$ cat src/rtl/uart_tx_arbiter.sv
// Shares one UART transmitter between NUM_REQ byte sources, timing each frame plus gap itself.
// Define ARB_FIXED_PRIO_EN for fixed lowest-index-wins priority instead of round-robin.
module uart_tx_arbiter #(
  parameter int NUM_REQ      = 4,
  parameter int FRAME_CYCLES = 10,
  parameter int GAP_CYCLES   = 2
) (
  input  logic                       clock,
  input  logic                       reset,
  input  logic [NUM_REQ-1:0]         req,
  input  logic [NUM_REQ*8-1:0]       data,
  output logic [NUM_REQ-1:0]         ack,
  output logic [7:0]                 tx_byte,
  output logic                       tx_start,
  output logic                       tx_busy,
  output logic [$clog2(NUM_REQ)-1:0] grant_id
);
  // state | meaning
  // IDLE  | no frame in flight; arbitrate on any req
  // SEND  | single cycle carrying tx_start and ack
  // HOLD  | frame plus gap draining on the counter; req ignored
  localparam int IW = $clog2(NUM_REQ);
  localparam int CW = $clog2(FRAME_CYCLES + GAP_CYCLES + 1);
  localparam logic [CW-1:0] LOAD = CW'(FRAME_CYCLES + GAP_CYCLES - 1);

  typedef enum logic [1:0] {IDLE, SEND, HOLD} state_t;

  state_t        state;
  logic [CW-1:0] counter;
  logic [IW-1:0] sel;

`ifdef ARB_FIXED_PRIO_EN
  always_comb begin
    sel = '0;
    for (int i = NUM_REQ - 1; i >= 0; i--) begin
      if (req[i]) sel = IW'(i);
    end
  end
`else
  logic [IW-1:0] last_grant;
  logic [IW-1:0] idx;
  logic          found;

  // Scan starts just after the previous winner so it becomes lowest priority.
  always_comb begin
    sel   = '0;
    idx   = '0;
    found = 1'b0;
    for (int i = 1; i <= NUM_REQ; i++) begin
      idx = IW'((int'(last_grant) + i) % NUM_REQ);
      if (!found && req[idx]) begin
        sel   = idx;
        found = 1'b1;
      end
    end
  end
`endif

  always_ff @(posedge clock) begin
    if (reset) begin
      state    <= IDLE;
      counter  <= '0;
      ack      <= '0;
      tx_byte  <= '0;
      tx_start <= 1'b0;
      tx_busy  <= 1'b0;
      grant_id <= '0;
`ifndef ARB_FIXED_PRIO_EN
      last_grant <= IW'(NUM_REQ - 1);
`endif
    end else begin
      ack      <= '0;
      tx_start <= 1'b0;
      case (state)
        IDLE: begin
          if (|req) begin
            tx_byte  <= data[{sel, 3'b000} +: 8];
            grant_id <= sel;
`ifndef ARB_FIXED_PRIO_EN
            last_grant <= sel;
`endif
            ack      <= NUM_REQ'(1) << sel;
            tx_start <= 1'b1;
            tx_busy  <= 1'b1;
            counter  <= LOAD;
            state    <= SEND;
          end
        end
        SEND, HOLD: begin
          if (counter == '0) begin
            tx_busy <= 1'b0;
            state   <= IDLE;
          end else begin
            counter <= counter - 1'b1;
            state   <= HOLD;
          end
        end
        default: state <= IDLE;
      endcase
    end
  end
endmodule

$ cat config.mk
export PLATFORM = sky130hd
export DESIGN_NAME = uart_tx_arbiter
export DESIGN_NICKNAME = d
export VERILOG_FILES = /design/src/rtl/uart_tx_arbiter.sv
export SDC_FILE = /design/constraint.sdc
export NUM_CORES = 1
export LEC_CHECK = 0
export ABC_CLOCK_PERIOD_IN_PS = 1700
export CORE_MARGIN = 2
export CORE_UTILIZATION = 37
export CTS_CLUSTER_DIAMETER = 50
export DETAILED_ROUTE_END_ITERATION = 16
export GPL_TIMING_DRIVEN = 1
export PLACE_DENSITY_LB_ADDON = 0.12
export SLEW_MARGIN = 25
export SYNTH_ARGS = -nofsm -noshare
export SYNTH_HDL_FRONTEND = slang
export SYNTH_SLANG_ARGS = --single-unit
export TNS_END_PERCENT = 10
$ cat constraint.sdc
create_clock -name clock -period 1.7 [get_ports clock]
set_clock_uncertainty 0.2 [all_clocks]
set_input_delay 0.34 -clock clock [delete_from_list [all_inputs] [get_ports clock]]
set_output_delay 0.34 -clock clock [all_outputs]
set_load 0.1 [all_outputs]
==> Yosys cells after proc, flatten, opt, wreduce, memory -nomap -nowiden <==
Cells that the tools add are included.
{ "word_totals": {"reg_bits": 24, "out_inout_bits": 16} }
{ "classes": {"n_addsub": 5, "n_lt_le_gt_ge": 4, "n_eq_ne": 5, "shifts": 2, "muxes": 25, "bitwise_logic": 2, "n_reduce_logical": 16} }
{ "ops": {"columns": ["operator", "count"], "rows": [
  ["32-bit by 6-bit indexed part select with 8-bit output", 1],
  ["2-bit by 3-bit < comparator with 1-bit output, second input constant", 4],
  ["2-bit 2-to-1 mux", 6],
  ["1-bit 2-to-1 mux", 10],
  ["1-bit binary-select mux with 2-bit select", 4],
  ["4-bit 2-to-1 mux", 2],
  ["4-bit case mux with 2 select lines", 1],
  ["2-bit != test, second input constant", 3],
  ["3-bit AND reduction", 2],
  ["2-bit by 1-bit adder with 2-bit output, second input constant", 2],
  ["2-bit adder, second input constant", 2],
  ["4-bit zero test", 1],
  ["2-bit case mux with 2 select lines", 1],
  ["2-bit OR reduction", 2],
  ["4-bit OR reduction", 1],
  ["1-bit by 2-bit << shifter with 4-bit output, first input constant", 1],
  ["4-bit by 1-bit subtractor with 4-bit output, second input constant", 1],
  ["1-bit logical AND", 3],
  ["1-bit zero test", 3],
  ["3-bit OR reduction", 1],
  ["2-bit by 1-bit == test with 1-bit output, second input constant", 1],
  ["2-bit == test, second input constant", 1],
  ["2-bit zero test", 1],
  ["1-bit NOT", 2],
  ["3 further kinds", 3]
]} }

==> Longest topological paths before layout <==
{ "logic_depth": {"depth_word": 14, "mapped_depth": 7, "ltp_nobuf": 7} }

==> Least setup slack after synthesis <==
Ideal clock, no wire load.
{ "synth_timing": {"kind": "register to register", "from": "register state[0]", "to": "register counter[3]", "setup_ps": 70, "arrival_time_ps": 1528, "required_time_ps": 1430, "path_slack_ps": -98, "path_stages_with_launch": 8, "path_buffers": 0, "cell_sequence": "dfxtp_1 -> inv_1 -> ha_1 -> nor4bb_1 -> a211oi_1 -> nand2_1 -> xor2_1 -> a21oi_1"} }
{ "synth_between": {"elab_chain_cells": 4, "elab_cells_between_ends": 9, "cone_classes": "4 x eq/ne; 1 x mux; 4 x reduce/logical"} }
{ "synth_lines": {"columns": ["item", "line", "source"], "rows": [
  ["start, declared", "28", "state_t state;"],
  ["start signal, assigned", "61", "state <= IDLE;"],
  ["start signal, assigned", "86", "state <= SEND;"],
  ["start signal, assigned", "92", "state <= IDLE;"],
  ["2-bit by 1-bit == test with 1-bit output or 2-bit == test (tied branches)", "74", "case (state)"],
  ["2-bit OR reduction", "74", null],
  ["2-bit != test (no source line) or 2-bit nonzero test (tied branches)", null, null],
  ["3-bit AND reduction (no source line)", null, null],
  ["end signal, assigned", "94", "counter <= counter - 1'b1;"],
  ["end, declared", "29", "logic [CW-1:0] counter;"]
]} }
Parallel ways exist; a longest one is shown, timed or not.
A chain may end at the register's enable or synchronous reset.

==> Worst setup path in the final report <==
{ "layout_timing": {"from": "register last_grant[0]", "to": "register ack[1]"} }
{ "layout_between": {"elab_chain_cells": 14, "elab_cells_between_ends": 26, "cone_classes": "4 x add/sub; 1 x shift; 15 x mux; 6 x reduce/logical"} }
{ "layout_lines": {"columns": ["item", "line", "source"], "rows": [
  ["start, declared", "40", "logic [IW-1:0] last_grant;"],
  ["start signal, assigned", "69", "last_grant <= IW'(NUM_REQ - 1);"],
  ["start signal, assigned", "80", "last_grant <= sel;"],
  ["2-bit by 1-bit adder with 2-bit output", "50", "idx = IW'((int'(last_grant) + i) % NUM_REQ);"],
  ["1-bit binary-select mux with 2-bit select", "51", "if (!found && req[idx]) begin"],
  ["1-bit 2-to-1 mux (implied by the code)", "51", null],
  ["1-bit 2-to-1 mux", "51", null],
  ["1-bit zero test", "51", null],
  ["1-bit logical AND", "51", null],
  ["1-bit 2-to-1 mux", "51", null],
  ["1-bit zero test", "51", null],
  ["1-bit logical AND", "51", null],
  ["1-bit 2-to-1 mux", "51", null],
  ["1-bit zero test", "51", null],
  ["1-bit logical AND", "51", null],
  ["2-bit 2-to-1 mux (*)", "51", null],
  ["1-bit by 2-bit << shifter with 4-bit output (*)", "82", "ack <= NUM_REQ'(1) << sel;"],
  ["end signal, assigned", "82", null],
  ["end, declared", "12", "output logic [NUM_REQ-1:0] ack,"]
]} }
Mark *: on every way between the ends. The rest lies on a longest branch, timed or not. The select of a mux whose other input is x is not followed.

==> results.txt <==
HPWL after DPL = 2740 um
Gate power share = 70.7%
Area growth syn-to-layout = 89.3%
Final #Nets = 251
min Tclk post-route = 1.85 ns
# setup viols final = 16
post-synthesis register bit count = 24
delay-heaviest family, CP = buffers and inverters
post-synthesis sequential area ratio = 39.1%
CP Launch Type = flop
CP endpoint kind = flop
sw frac = 48.0%
area of the multi-input gates = 768 um^2
num ports = 54
met1 usage = 24.6%
Slew headroom = 67.9%
Die W = 61.6 um
vias per cell = 4.99
final period utilization = 109%
Fin. Hold Viols = 0
Iter 0 DRT Violations = 45
Clk Tree Root Cell = clkbuf_4
clock sinks = 24
Setup WS post-layout = -0.149 ns
first-pass GRT wire length = 6000 um
Final Wtd Congestion = 0.792
Post-synth EDFFs = 0
DRT antenna net count = 0
largest area contributor in the netlist = dfxtp_1
ant diodes = 0
Compound-Gate Fraction of Synth Area = 18.4%
total track usage = 21.7%
Synth top cells by count = dfxtp_1, mux2i_1, nor2_1
register area = 487 um^2
Post-Layout Cell Count = 253
floorplan core area = 3100 um^2
max-capacitance violation count = 0
final wirelength = 3640 um
CP Max Fanout = 4
status = complete, but fails checks
initial cell density of the core = 39.6%
Synth Flop Type = dfxtp_1
Synth Area in XOR/XNOR = 1.43%
syn avg cell area = 9.38 um^2
P_sw = 2.14 mW
routing usage on met2 = 39.8%
Clock Latency Late Sink = 0.32 ns
initial antenna violation count = 0
CTS max path bufs = 2
Die Span Y = 61.6 um
DRT Pass-1 Iters = 4
CTS tree = built
critical path, cell by cell = and2b_1, nor3_2, o32ai_4, buf_6, bufbuf_16, buf_4, nor2b_1
Setup CP Type = flop to flop
Hold Buf Count CTS = 0
Overflow after GRT = 0
via count = 1263
largest family of logic cells by synthesized area = compound AO/OA/AOI/OAI gates
RSZ-0062 raised after global routing = true
Post-Place Cells = 245
Sequential Power Share = 22.4%
synth top area cells = dfxtp_1, mux2i_1, a221oi_1
Post-Synth Adder-Cell Area = 3.05%
Crit path largest cell delay = 0.36 ns
max-slew violations = 0
synth warn = 0
Synth top area share = 39.1%
# rows = 20
failing checks = setup timing
Critical Path RT = 1.74 ns
VDD IR-drop max = 1020 uV
Slew @ Worst Pin = 0.480 ns
standby leakage power = 1.02 nW
Mapped Area = 1230 um^2
Clk pin slew, worst setup/hold paths = 0.14 ns
mux cell area share after synthesis = 13.8%
Num CTS Buffers = 3
Max H-tree Level = 1
routed len/inst = 14.4 um
Crit-path slowest cell = dfxtp_2
post-synthesis simple-gate area fraction = 18.3%
GRT Max-Usage Layer = met2
Synth async-reset ratio = 0%
count leader, synth = dfxtp_1
worst min path class = flop to flop
Die Area = 3800 um^2
power share of the clock group = 6.9%
Max Clk Rate = 541 MHz
Filler Cells Inserted = 248
CP Data Arrival Time = 1.89 ns
power per cell area = 1920 nW/um^2
Worst Path Buf+Inv = 3
Pint = 2.33 mW
Yosys cell types = 31
largest net degree at the start of global routing = 14
# port buffers = 53
post-synthesis net count = 172
grt met3 use = 3.57%
vias in the first global route = 1334
drt drc = 0
Gate Count Post-Synth = 131
Setup TNS = -1.18 ns
ratio of cells with drive above 1 in the final layout = 34.0%
## cells by family (layout without fill, tap and decap cells)
group	Yosys count	in the layout
compound gates	29	29
simple gates	42	42
buf+inv	14	92
flops	24	24
fa+ha+maj	3	3
xor+xnor	2	2
mux	17	17
## stage by stage
step | utilization (%) | cell area [um^2] | hold WS, ns | setup WS (ns) | total power, mW
finish | 75.0 | 2330 | 0.283 | -0.149 | 4.47
floorplan | - | 1260 | 0.231 | -0.00562 | 2.77
CTS | 74.6 | 2320 | 0.282 | -0.210 | 4.46
global route | 75.0 | 2330 | 0.314 | -0.236 | 4.70
global placement | 69.8 | 2160 | 0.252 | -0.633 | 3.82
detailed placement | 69.8 | 2160 | 0.262 | -0.725 | 3.89
## what timing repair did
action	CTS	global route
endpoints found under the setup margin	23	20
buffers inserted	2	0
cloned	2	0
pin swaps	16	5
gates resized for setup	18	4
## registers in the layout (all words and copies together), names as in the netlist
signal      count
state           2
ack             4
counter         4
tx_busy         1
tx_byte         8
grant_id        2
tx_start        1
last_grant      2
## power groups by stage
stage | Sequential [mW] | Combinational, mW | Clock, mW
floorplan | 1.83 | 0.938 | 0
global placement | 0.985 | 2.83 | 0
detailed placement | 0.990 | 2.90 | 0
CTS | 0.995 | 3.15 | 0.315
global route | 1.03 | 3.34 | 0.332
finish | 1.00 | 3.16 | 0.309
## cells in the final DEF (no fill, tap or decap), types with 2 or more instances in the layout
master            n
buf_12           17
nand2b_1          2
inv_2             2
a21oi_1           5
a221oi_2          2
nand2_1           7
nand3_1           2
mux2i_1          17
nor3_1            3
clkbuf_4          3
o21bai_1          9
a221oi_1          7
nor2_2            2
buf_4            23
ha_1              2
nor2_1           12
dfxtp_2           5
dfxtp_1          19
clkdlybuf4s50_1  33
nor2b_1           2
inv_1             6
xor2_1            2
dlygate4sd2_1     4
## layer usage
| metal | vias to the layer above | share of wire, % |
|---|---|---|
| met1 | 593 | 40 |
| met4 | 0 | 2.0 |
| met2 | 36 | 53 |
| met5 | - | 0 |
| met3 | 6 | 4.7 |
| li1 | 628 | - |
## final timing paths
path	slack [ns]	to	cells after the start	startpoint
worst max-delay path	-0.15	ack[1]	7	last_grant[0]
worst max register to register	-0.15	ack[1]	7	last_grant[0]
worst min register to register	0.28	state[0]	2	state[0]
worst min-delay path	0.28	state[0]	2	state[0]
## tightest hold or removal path, delay by kind of cell, from the launching register on
kind / cells / cell delay [ns]
simple gates: 1 / 0.06
compound gates: 1 / 0.05
flops: 1 / 0.35
## final cells by class
class | instances | area share, %
repair buffers | 80 | 40.8
multi-input cells | 93 | 33.0
flip-flops and latches | 24 | 20.9
well taps | 44 | 2.37
clock buffers | 4 | 1.56
inverters | 8 | 1.29
No activity file was read; power rests on OpenSTA's default activity.
